`src/rtl/uart_pkt_ctrl_pkg.sv`:
```
// Shared types and constants for the UART packet receive controller:
// FSM states, error cause codes, default sync marker and an index-width helper.
package uart_pkt_ctrl_pkg;

    typedef enum logic [2:0] {
        S_IDLE,
        S_LEN,
        S_PAYLOAD,
        S_CSUM,
        S_DRAIN
    } state_t;

    localparam logic [1:0] ERR_NONE    = 2'd0;
    localparam logic [1:0] ERR_LEN     = 2'd1;
    localparam logic [1:0] ERR_CSUM    = 2'd2;
    localparam logic [1:0] ERR_TIMEOUT = 2'd3;

    localparam logic [7:0] SYNC_BYTE_DEFAULT = 8'hA5;

    function automatic int unsigned idx_width(input int unsigned depth);
        return (depth > 1) ? $clog2(depth) : 1;
    endfunction

endpackage

```
`src/rtl/uart_pkt_ctrl_pkt_buf.sv`:
```
// Payload storage: synchronous write, combinational read so it maps onto LUT RAM.
module pkt_buf #(
    parameter int unsigned DEPTH = 16,
    parameter int unsigned IDX_W = 4
) (
    input  logic             clk,
    input  logic             we,
    input  logic [IDX_W-1:0] waddr,
    input  logic [7:0]       wdata,
    input  logic [IDX_W-1:0] raddr,
    output logic [7:0]       rdata
);

    logic [7:0] mem [DEPTH];

    always_ff @(posedge clk) begin
        if (we) begin
            mem[waddr] <= wdata;
        end
    end

    assign rdata = mem[raddr];

endmodule

```
`src/rtl/uart_pkt_ctrl.sv`:
```
// Receive-side packet controller: edge-detects byte_available, parses
// SYNC/LEN/PAYLOAD/CSUM frames and drains checked payloads over valid/ready.
module uart_pkt_ctrl
    import uart_pkt_ctrl_pkg::*;
#(
    parameter int unsigned CLK_HZ       = 12000000,
    parameter int unsigned MAX_LEN      = 16,
    parameter logic [7:0]  SYNC_BYTE    = SYNC_BYTE_DEFAULT,
    parameter int unsigned TIMEOUT_CLKS = 12000
) (
    input  logic       clk,
    input  logic       rst,
    output logic       rx_enable,
    input  logic [7:0] rx_byte,
    input  logic       byte_available,
    output logic [7:0] pkt_data,
    output logic       pkt_valid,
    input  logic       pkt_ready,
    output logic       pkt_last,
    output logic [7:0] pkt_len,
    output logic       err,
    output logic [1:0] err_code
);

    localparam int unsigned IDX_W = idx_width(MAX_LEN);
    // A zero TIMEOUT_CLKS falls back to 1 ms derived from the clock rate.
    localparam int unsigned TMO_LIMIT = (TIMEOUT_CLKS > 0) ? TIMEOUT_CLKS :
                                        ((CLK_HZ / 1000 > 0) ? CLK_HZ / 1000 : 1);
    localparam int unsigned TMO_W = $clog2(TMO_LIMIT + 1);
    localparam logic [TMO_W-1:0] TMO_LAST = TMO_W'(TMO_LIMIT - 1);
    localparam logic [7:0] MAX_LEN_B = 8'(MAX_LEN);

    state_t           state_reg, state_next;
    logic             ba_reg;
    logic [7:0]       len_reg, len_next;
    logic [7:0]       csum_reg, csum_next;
    logic [IDX_W-1:0] wr_idx_reg, wr_idx_next;
    logic [IDX_W-1:0] rd_idx_reg, rd_idx_next;
    logic [TMO_W-1:0] tmo_reg, tmo_next;
    logic [7:0]       pkt_len_reg, pkt_len_next;
    logic             err_reg, err_next;
    logic [1:0]       err_code_reg, err_code_next;

    logic       strobe;
    logic       in_rx;
    logic       wr_last;
    logic       rd_last;
    logic       buf_we;
    logic [7:0] rd_data;

    assign strobe  = byte_available & ~ba_reg;
    assign in_rx   = (state_reg == S_LEN) || (state_reg == S_PAYLOAD) || (state_reg == S_CSUM);
    assign wr_last = (8'(wr_idx_reg) == (len_reg - 8'd1));
    assign rd_last = (8'(rd_idx_reg) == (len_reg - 8'd1));

    pkt_buf #(
        .DEPTH (MAX_LEN),
        .IDX_W (IDX_W)
    ) u_pkt_buf (
        .clk   (clk),
        .we    (buf_we),
        .waddr (wr_idx_reg),
        .wdata (rx_byte),
        .raddr (rd_idx_reg),
        .rdata (rd_data)
    );

    always_ff @(posedge clk) begin
        if (rst) begin
            state_reg    <= S_IDLE;
            ba_reg       <= 1'b0;
            len_reg      <= 8'd0;
            csum_reg     <= 8'd0;
            wr_idx_reg   <= '0;
            rd_idx_reg   <= '0;
            tmo_reg      <= '0;
            pkt_len_reg  <= 8'd0;
            err_reg      <= 1'b0;
            err_code_reg <= ERR_NONE;
        end else begin
            state_reg    <= state_next;
            ba_reg       <= byte_available;
            len_reg      <= len_next;
            csum_reg     <= csum_next;
            wr_idx_reg   <= wr_idx_next;
            rd_idx_reg   <= rd_idx_next;
            tmo_reg      <= tmo_next;
            pkt_len_reg  <= pkt_len_next;
            err_reg      <= err_next;
            err_code_reg <= err_code_next;
        end
    end

    always_comb begin
        state_next    = state_reg;
        len_next      = len_reg;
        csum_next     = csum_reg;
        wr_idx_next   = wr_idx_reg;
        rd_idx_next   = rd_idx_reg;
        tmo_next      = '0;
        pkt_len_next  = pkt_len_reg;
        err_next      = 1'b0;
        err_code_next = err_code_reg;
        buf_we        = 1'b0;

        // Timeout only applies while waiting on a frame byte; a strobe in the
        // same cycle is handled below and overrides this.
        if (in_rx && !strobe) begin
            if (tmo_reg == TMO_LAST) begin
                state_next    = S_IDLE;
                err_next      = 1'b1;
                err_code_next = ERR_TIMEOUT;
            end else begin
                tmo_next = tmo_reg + TMO_W'(1);
            end
        end

        case (state_reg)
            S_IDLE: begin
                if (strobe && (rx_byte == SYNC_BYTE)) begin
                    state_next = S_LEN;
                end
            end
            S_LEN: begin
                if (strobe) begin
                    if ((rx_byte == 8'd0) || (rx_byte > MAX_LEN_B)) begin
                        state_next    = S_IDLE;
                        err_next      = 1'b1;
                        err_code_next = ERR_LEN;
                    end else begin
                        state_next  = S_PAYLOAD;
                        len_next    = rx_byte;
                        csum_next   = rx_byte;
                        wr_idx_next = '0;
                    end
                end
            end
            S_PAYLOAD: begin
                if (strobe) begin
                    buf_we    = 1'b1;
                    csum_next = csum_reg ^ rx_byte;
                    if (wr_last) begin
                        state_next = S_CSUM;
                    end else begin
                        wr_idx_next = wr_idx_reg + IDX_W'(1);
                    end
                end
            end
            S_CSUM: begin
                if (strobe) begin
                    if (rx_byte == csum_reg) begin
                        state_next   = S_DRAIN;
                        rd_idx_next  = '0;
                        pkt_len_next = len_reg;
                    end else begin
                        state_next    = S_IDLE;
                        err_next      = 1'b1;
                        err_code_next = ERR_CSUM;
                    end
                end
            end
            S_DRAIN: begin
                if (pkt_ready) begin
                    if (rd_last) begin
                        state_next  = S_IDLE;
                        rd_idx_next = '0;
                    end else begin
                        rd_idx_next = rd_idx_reg + IDX_W'(1);
                    end
                end
            end
            default: begin
                state_next = S_IDLE;
            end
        endcase
    end

    assign rx_enable = ~rst & (state_reg != S_DRAIN);
    assign pkt_valid = (state_reg == S_DRAIN);
    assign pkt_data  = pkt_valid ? rd_data : 8'h00;
    assign pkt_last  = pkt_valid & rd_last;
    assign pkt_len   = pkt_len_reg;
    assign err       = err_reg;
    assign err_code  = err_code_reg;

endmodule

```
`config.mk`:
```
export PLATFORM = sky130hd
export DESIGN_NAME = uart_pkt_ctrl
export DESIGN_NICKNAME = d
export VERILOG_FILES = /design/src/rtl/uart_pkt_ctrl_pkg.sv /design/src/rtl/uart_pkt_ctrl_pkt_buf.sv /design/src/rtl/uart_pkt_ctrl.sv
export SDC_FILE = /design/constraint.sdc
export NUM_CORES = 1
export LEC_CHECK = 0
export CAP_MARGIN = 15
export CORE_ASPECT_RATIO = 0.5
export CORE_UTILIZATION = 60
export DETAILED_ROUTE_END_ITERATION = 6
export PLACE_DENSITY = 0.79
export REMOVE_ABC_BUFFERS = 1
export SLEW_MARGIN = 10
export SYNTH_ARGS = -nofsm -noshare
export SYNTH_HDL_FRONTEND = slang
export SYNTH_HIERARCHICAL = 1
export SYNTH_SLANG_ARGS = --single-unit
```
`constraint.sdc`:
```
create_clock -name clk -period 3.3 [get_ports clk]
set_input_delay 0.33 -clock clk [delete_from_list [all_inputs] [get_ports clk]]
set_output_delay 0.33 -clock clk [all_outputs]
set_load 0.1 [all_outputs]
```
==> out/summary.txt <==
area occupied by multi-input gates: 0.00257 mm^2
post-route clock skew: 0.0114 ns
cell internal pwr: 3.48 mW
Global Route Usage Sum: 0.279
pre-CTS setup slack: 0.458 ns
CP cell instances: buf_12 -> mux4_1 -> a22oi_1 -> nand2_1 -> and3_1 -> buf_12
min cycle time layout: 3.06 ns
IO Count: 34
Gate Count Post-Synth: 537
Vias per Instance: 6.34
die height: 81.9 um
CP Depth: 6
Synth Flop Type: edfxtp_1
Area Overhead vs Synth: 17.5%
drt drc: 0
Pre-antenna DRT Iters: 5
max FFs per register: 128
clock share of power: 0.443
reg2reg end: u_pkt_buf/mem[0][6]$_DFFE_PP_
clock tree buffer depth: 2
Seq pwr share: 0.536
commonest non-fill, non-tap cell in the layout: edfxtp_1
# Post-CTS Setup Buffers: 0
Critical Path Start Type: flop
core area: 0.0121 mm^2
commonest cells after routing, fill and taps aside: 128 x edfxtp_1, 59 x nor2_1, 52 x dfxtp_1
placed cell area: 0.00839 mm^2
final hold slack: 0.445 ns
Fmax: 0.327 GHz
GR Overflow Total: 0
final wirelength: 17.0 mm
crit path kind: flop to primary output
Rows: 28
final setup vio count: 0
worst setup path startpoint: rd_idx_reg[0]$_SDFFE_PP0P_
Comb pwr share: 0.021
Finished Layout Cells: 776
Worst-path clk slew: 0.08 ns
switching power: 1.04 mW
placed instance count: 744
HPWL Detailed: 11.2 mm
Switching Share: 0.231
sequential area share after synthesis: 0.641
DR iter-0 viols: 666
Buf+Inv Stages, Crit Path: 2
delay-heaviest family, CP: flip-flops
initial antenna violation count: 0
RSZ-0062 raised after global routing: no
global-route wire length before repair: 26.1 mm
Sequential Area: 0.00491 mm^2
reg2reg setup slack: 0.75 ns
Root Buffer: clkbuf_16
CP max-delay cell: dfxtp_2
CTS resizes: 0
FILL cells: 725
Final Cycle Share: 0.927
antenna-violating nets left: 0
Final WS setup: 0.239 ns
endpoints failing hold: 0
Lkg Pwr: 3.04 nW
status: finished, final reports clean
Arr. time, crit path: 2.73 ns
Antenna Cells: 0
port bufs: 33
R2R cell count: 7
hold depth: 1
HP Class: flop to flop
Netlist cell types: 52
vias in the first global route: 4588
Yosys Warn Count: 6
gpl congestion: 0.855
Worst path most repeated cell: buf_12
max_slew headroom: 0.347
Avg WL per Cell: 22.0 um
largest net degree at the start of global routing: 37
initial core utilization: 0.632
Yosys reg bits: 181
Num CTS Buffers: 17
crit path to: pkt_data[3]
worst skew pair latency: 0.44 ns
CP max FO: 22
Nets: 614
largest stage delay on the critical path: 0.69 ns
CP endpoint kind: primary output
layout cells sized above 1: 0.172
CTS tree: done
die width: 162 um
syn_area_per_cell: 14.3 um^2
fin area: 0.00899 mm^2
hold buffer count at CTS: 0
Max Cap Viol: 0
total negative slack: 0 ns
max-slew violation count: 0
vias: 4918
peak supply drop: 0.295 mV
Reg-to-Reg Start: state_reg[2]$_SDFF_PP0_
Post-synth EDFFs: 128
DIE AREA: 0.0132 mm^2
Worst-Margin Slew: 0.977 ns
Sink Count: 181
Mapped Area: 0.00765 mm^2
Cell Pwr Density: 503 mW/mm^2
async set or reset register ratio after synthesis: 0
H-tree Lvls: 4
CP required: 2.97 ns
## per-layer routing
layer / global-route usage / vias up / routed length [um]
met3: 0.0924 / 50 / 1730
met1: 0.387 / 2434 / 7210
met4: 0.108 / 0 / 418
met2: 0.412 / 254 / 7690
met5: 0 / - / 0
li1: - / 2180 / -
## cell type report
class                   count  share of cell area
well taps                 165              0.0230
repair buffers             65              0.0743
clock inverters            15              0.0196
inverters                   9             0.00376
multi-input cells         324               0.286
clock buffers              17              0.0473
flip-flops and latches    181               0.546
## cell usage after synthesis, types with 2 or more instances
| library cell | count | area share |
|---|---|---|
| nand3b_1 | 3 | 0.0029 |
| or2_2 | 2 | 0.0016 |
| clkdlybuf4s25_2 | 3 | 0.0039 |
| a21oi_1 | 16 | 0.010 |
| nor2b_1 | 3 | 0.0025 |
| nand2_1 | 41 | 0.020 |
| dfxtp_1 | 53 | 0.14 |
| and2_1 | 5 | 0.0041 |
| o211ai_1 | 9 | 0.0088 |
| nand3_1 | 11 | 0.0072 |
| mux4_2 | 18 | 0.053 |
| a22oi_1 | 16 | 0.016 |
| o21ai_0 | 14 | 0.0092 |
| nor4_2 | 2 | 0.0033 |
| o22ai_1 | 3 | 0.0025 |
| nand2b_1 | 5 | 0.0041 |
| buf_6 | 3 | 0.0044 |
| o21ai_2 | 2 | 0.0023 |
| nor3_1 | 5 | 0.0033 |
| xnor2_1 | 17 | 0.019 |
| clkbuf_1 | 9 | 0.0044 |
| nor2_1 | 59 | 0.029 |
| ha_1 | 4 | 0.0065 |
| and3_1 | 13 | 0.011 |
| mux4_1 | 14 | 0.048 |
| or4_1 | 4 | 0.0039 |
| nand4_1 | 5 | 0.0041 |
| edfxtp_1 | 128 | 0.50 |
| xor2_1 | 17 | 0.019 |
| buf_4 | 2 | 0.0020 |
| mux2i_1 | 11 | 0.014 |
| nor4b_1 | 2 | 0.0023 |
| inv_1 | 9 | 0.0044 |
| nor4_1 | 5 | 0.0041 |
| or3_1 | 3 | 0.0025 |
| buf_2 | 5 | 0.0033 |
## power by group through the flow
stage	sequential, mW	combinational, mW	clock, mW
floorplan	2.48	0.0202	0
global placement	2.48	0.0899	0
detailed placement	2.48	0.0929	0
CTS	2.43	0.0937	2.02
global route	2.42	0.100	2.12
finish	2.43	0.0964	2.00
## worst reg2reg max path, stage by stage, from the launching register on
cell and delay (ns):
dfxtp_1 0.54, nor3b_2 0.24, buf_4 0.20, nand2_1 0.13, inv_1 0.18, or3b_2 0.51
nor3_1 0.22, buf_4 0.23
## how the worst min path moves through the flow
| stage | startpoint | end |
|---|---|---|
| finish | tmo_reg[0]$_SDFF_PP0_ | tmo_reg[0]$_SDFF_PP0_ |
| global route | tmo_reg[0]$_SDFF_PP0_ | tmo_reg[0]$_SDFF_PP0_ |
| CTS | tmo_reg[0]$_SDFF_PP0_ | tmo_reg[0]$_SDFF_PP0_ |
| detailed placement | tmo_reg[0]$_SDFF_PP0_ | tmo_reg[0]$_SDFF_PP0_ |
| global placement | tmo_reg[0]$_SDFF_PP0_ | tmo_reg[0]$_SDFF_PP0_ |
| floorplan | rst | csum_reg[0]$_SDFFE_PP0P_ |
## per-stage QoR
step	power, mW	util
5_1_grt	4.64	0.742
2_1_floorplan	2.50	-
6_report	4.53	0.742
3_3_place_gp	2.57	0.692
3_5_place_dp	2.57	0.692
4_1_cts	4.54	0.742
## cell families after synthesis
family	count (synthesis)	synth area share
flops	181	0.641
fa+ha+maj	4	0.00654
buf+inv	32	0.0229
mux	43	0.115
compound gates	69	0.0623
xor+xnor	34	0.0389
simple gates	174	0.113
No activity file was read; power rests on OpenSTA's default activity.
